===== config.mk =====
export PLATFORM = sky130hd
export DESIGN_NAME = key_event_io
export DESIGN_NICKNAME = d
export VERILOG_FILES = /design/src/rtl/key_event_io.sv
export SDC_FILE = /design/constraint.sdc
export NUM_CORES = 1
export LEC_CHECK = 0
export BUFFER_PORTS_ARGS = -buffer_cell sky130_fd_sc_hd__buf_4
export CELL_PAD_IN_SITES_DETAIL_PLACEMENT = 2
export CELL_PAD_IN_SITES_GLOBAL_PLACEMENT = 2
export CORE_MARGIN = 3
export CORE_UTILIZATION = 21
export DETAILED_ROUTE_END_ITERATION = 10
export GPL_TIMING_DRIVEN = 0
export PLACE_DENSITY = 0.71
export SLEW_MARGIN = 20
export SYNTH_ARGS = -nofsm -noshare
export SYNTH_HDL_FRONTEND = slang
export SYNTH_SLANG_ARGS = --single-unit

===== constraint.sdc =====
create_clock -name clk -period 0.95 [get_ports clk]
set_input_delay 0.0475 -clock clk [delete_from_list [all_inputs] [get_ports clk]]
set_output_delay 0.0475 -clock clk [all_outputs]
set_load 0.01 [all_outputs]

===== src/rtl/key_event_io.sv =====
// Push-button peripheral: synchronises and debounces active-low keys, latches
// press events (write-1-to-clear) and exposes LEVEL/EVENT registers plus an irq.
module key_event_io #(
   parameter int N_KEYS     = 4,
   parameter int DEB_CYCLES = 3,
   parameter int CNT_W      = 2
) (
   input  logic              clk,
   input  logic              reset,
   input  logic [N_KEYS-1:0] key_n,
   input  logic              sel,
   input  logic              reg_sel,
   input  logic              we,
   input  logic [31:0]       wdata,
   output logic [31:0]       rdata,
   output logic              irq
);

   localparam logic [CNT_W-1:0] CNT_LAST = CNT_W'(DEB_CYCLES - 1);

   logic [N_KEYS-1:0] sync1_q;
   logic [N_KEYS-1:0] sync2_q;
   logic [N_KEYS-1:0] stable_q, stable_d;
   logic [CNT_W-1:0]  cnt_q [N_KEYS];
   logic [CNT_W-1:0]  cnt_d [N_KEYS];
   logic [N_KEYS-1:0] event_q, event_d;
   logic              irq_q;
   logic              clr_req;
   logic [N_KEYS-1:0] clr_mask;
   logic [N_KEYS-1:0] press;
   logic              unused_wdata_hi;

   // Upper write-data bits have no keys behind them.
   assign unused_wdata_hi = ^wdata;

   // Two-flop synchroniser; inversion makes 1 mean "pressed".
   always_ff @(posedge clk) begin
      if (reset) begin
         sync1_q <= '0;
         sync2_q <= '0;
      end else begin
         sync1_q <= ~key_n;
         sync2_q <= sync1_q;
      end
   end

   always_comb begin
      stable_d = stable_q;
      for (int i = 0; i < N_KEYS; i++) begin
         cnt_d[i] = cnt_q[i];
         if (sync2_q[i] == stable_q[i]) begin
            cnt_d[i] = '0;
         end else if (cnt_q[i] == CNT_LAST) begin
            stable_d[i] = sync2_q[i];
            cnt_d[i]    = '0;
         end else begin
            cnt_d[i] = cnt_q[i] + CNT_W'(1);
         end
      end
   end

   // A new press outranks a simultaneous clear so no press is ever lost.
   assign clr_req  = sel & we & reg_sel;
   assign clr_mask = wdata[N_KEYS-1:0] & {N_KEYS{clr_req}};
   assign press    = stable_d & ~stable_q;
   assign event_d  = (event_q & ~clr_mask) | press;

   always_ff @(posedge clk) begin
      if (reset) begin
         stable_q <= '0;
         cnt_q    <= '{default: '0};
         event_q  <= '0;
         irq_q    <= 1'b0;
      end else begin
         stable_q <= stable_d;
         cnt_q    <= cnt_d;
         event_q  <= event_d;
         irq_q    <= |event_q;
      end
   end

   always_comb begin
      rdata = '0;
      if (sel) begin
         if (reg_sel) begin
            rdata = 32'(event_q);
         end else begin
            rdata = 32'(stable_q);
         end
      end
   end

   assign irq = irq_q;

endmodule


==> results.json <==
{
  "run_status": "finished, violations left",
  "failed_checks": "negative setup slack",
  "worst-setup-path-type": "flip-flop to output port",
  "most_common_cell_after_layout_fill_and_taps_aside": "buf_4",
  "final_area_sq_um": 1890,
  "yosys.area_share.simple": 0.187,
  "crit_fanout": 2,
  "slew_violations": 0,
  "clock_sinks": 25,
  "ir_drop_mv": 0.547,
  "synth_xor_xnor_area_share": 0.0292,
  "cts-root-buf": "clkbuf_8",
  "first_global_vias": 1041,
  "endpoint_of_the_most_critical_register_to_register_path": "stable_q[1]$_SDFF_PP0_",
  "finalWeightedCongestion": 0.664,
  "globalRouteOverflowTotal": 0,
  "grt_pass1_wl_um": 5200,
  "main_combinational_cell_family_by_area_after_synthesis": "buffers and inverters",
  "p_leak_uw": 0.000827,
  "rsz0062_at_grt": "true",
  "kind_of_end_point_of_the_critical_path": "output port",
  "tritoncts": "yes",
  "skew_ns": 0.00951,
  "grt_max_degree": 16,
  "whs_endpoint": "event_q[2]$_SDFF_PP0_",
  "dpl.cell_count": 233,
  "ys.warnings.count": 0,
  "insertion_delay_ns": 0.27,
  "design.die.area_sq_um": 6660,
  "min_from": "wdata[2]",
  "synthAdderAreaFrac": 0.0417,
  "route.antenna.remaining_nets": 0,
  "maxClockFrequency_mhz": 974,
  "syn2layout_area_growth_pct": 57.6,
  "cts_max_level": 1,
  "route.final.wire_length_um": 3350,
  "synth_compound_area_frac": 0.0333,
  "most-common-layout-cells": "59 x buf_4, 28 x conb_1, 13 x nor2_1, 13 x dfxtp_1, 11 x dfxtp_2",
  "worst_path_dominant_cell_family": "flip-flops",
  "drt_pre_antenna_iters": 3,
  "finalWorstSetupSlack_ns": -0.0771,
  "synth.ff_latch_count": 25,
  "row_count": 26,
  "power-per-cell-area_nw_per_um2": 1080,
  "wl_per_cell_um": 13.2,
  "report.final.setup_viol": 5,
  "place_area_sq_um": 1520,
  "worst_setup_hold_path_clk_slew_ns": 0.09,
  "worst_hold_path.num_cells": 3,
  "critical-path-max-stage-delay_ns": 0.34,
  "min_path_type": "input port to flip-flop",
  "core_sq_um": 5300,
  "postSynthAreaPerCell_sq_um": 10.0,
  "critical_path_buf_inv_count": 1,
  "r2r_start": "cnt_q[4]$_SDFF_PP0_",
  "required_time_at_the_endpoint_of_the_critical_path_ns": 0.90,
  "synth.largest_area_cell": "dfxtp_1",
  "final_min_period_over_clock_period": 1.08,
  "hpwl_um": 2330,
  "min_period_ns": 1.03,
  "die_width_um": 81.6,
  "detail_route.iter0.violations": 27,
  "die_y_um": 81.6,
  "drive_above_1_share": 0.527,
  "reg2reg_depth": 4,
  "netlist.area_leader.share": 0.417,
  "antennaDiodeCount": 0,
  "floorplan.initialDensity": 0.227,
  "synth.top_cells.by_area": "dfxtp_1 42%, buf_4 19%, mux2i_1 6.7%",
  "syn-instance-count": 120,
  "final_hold_viol_count": 0,
  "finalNetCount": 230,
  "critPathArrivalTime_ns": 0.98,
  "clockBufferDepth": 2,
  "worst-r2r-setup-slack_ns": -0.03,
  "max_cap_violations": 0,
  "synthDistinctLibCells": 16,
  "whs_ns": 0.0992,
  "vias": 970,
  "synth.area.mux_share": 0.0667,
  "crit_path_start_kind": "flip-flop",
  "ys_seq_area_frac": 0.417,
  "final_cell_count_no_fill": 254,
  "grt_antenna_before_repair": 0,
  "residual_drc": 0,
  "crit_chain": "mux2i_1, nor2b_1, buf_4",
  "avgViaCountPerCell": 3.82,
  "grt_usage": 0.104,
  "timing.critical_path.slowest_stage_cell": "dfxtp_2",
  "netlist_area_sq_um": 1200,
  "io_buffers": 16,
  "tns_ns": -0.280,
  "numCtsBuffers": 3,
  "floorplan.io_pins": 74
}
## worst min-delay path, cell delays in order
cell,delay [ns]
buf_4,0.11
nand4_1,0.08
a32o_1,0.11
## cells in the mapped netlist
library cell  count
a32o_1            4
ha_1              4
and2b_1           4
conb_1            1
mux2i_1           8
nor4_1            8
buf_4            30
buf_8             1
nand4_1           4
nor2b_1           8
xnor2_1           4
nor4_4            1
buf_6             1
nor2_1           13
dfxtp_1          25
inv_1             4
## sequential cells by signal, summed over array words and instances, names as in the netlist
signal and cells:
event_q 4, stable_q 4, sync2_q 4, irq 1, sync1_q 4, cnt_q 8
## how the worst max path moves through the flow
stage	startpoint	endpoint	slack, ns	depth (start not counted)
after floorplan	cnt_q[0]$_SDFF_PP0_	cnt_q[1]$_SDFF_PP0_	0.02	3
after global placement	cnt_q[2]$_SDFF_PP0_	event_q[2]$_SDFF_PP0_	0.003	3
after detailed placement	cnt_q[0]$_SDFF_PP0_	cnt_q[1]$_SDFF_PP0_	-0.17	3
after CTS	event_q[0]$_SDFF_PP0_	rdata[0]	-0.10	3
after global routing	event_q[0]$_SDFF_PP0_	rdata[0]	-0.16	3
final	event_q[1]$_SDFF_PP0_	rdata[1]	-0.08	3
## power by group
group | internal (uW) | switching, uW
clock network | 297 | 335
registers | 1070 | 16.5
logic | 177 | 157
total | 1540 | 509
## kinds of logic after synthesis
group	count (synthesis)
AND/OR/NAND/NOR	38
buffers and inverters	36
flip-flops	25
multiplexers	8
adder cells (fa/ha/maj)	4
AO/OA/AOI/OAI	4
XOR/XNOR	4
other	1
## area by class of cell
type                       count  area, sq um
tap                           70         87.6
multi-input combinational     86          714
inverter                       4         15.0
sequential                    25          518
clock buffer                   3         41.3
timing repair buffer          33          258
fill                         587         3410
buffer                        32          251
clock inverter                 1         7.51
## timing repair
| item | 4_1_cts | 5_1_grt |
|---|---|---|
| pin swaps | 6 | 4 |
| endpoints found under the setup margin | 18 | 17 |
| setup buffers | 11 | 3 |
| gates resized for setup | 27 | 13 |
| hold buffers | 4 | 0 |
| endpoints found under the hold margin | 4 | 0 |
## layer usage
layer  track usage  share of wire  wire length, um
met1         0.109           0.39             1310
met2         0.207           0.56             1890
met3        0.0307          0.044              147
met4       0.00997              0                0
met5             0              0                0
## stage by stage
step	total power [uW]	setup slack, ns	utilization
global route	2160	-0.164	0.357
CTS	2050	-0.104	0.340
finish	2050	-0.0771	0.357
floorplan	1310	0.0207	-
detailed placement	1380	-0.168	0.287
global placement	1370	0.00264	0.287
Power figures use the tool's default switching activity.
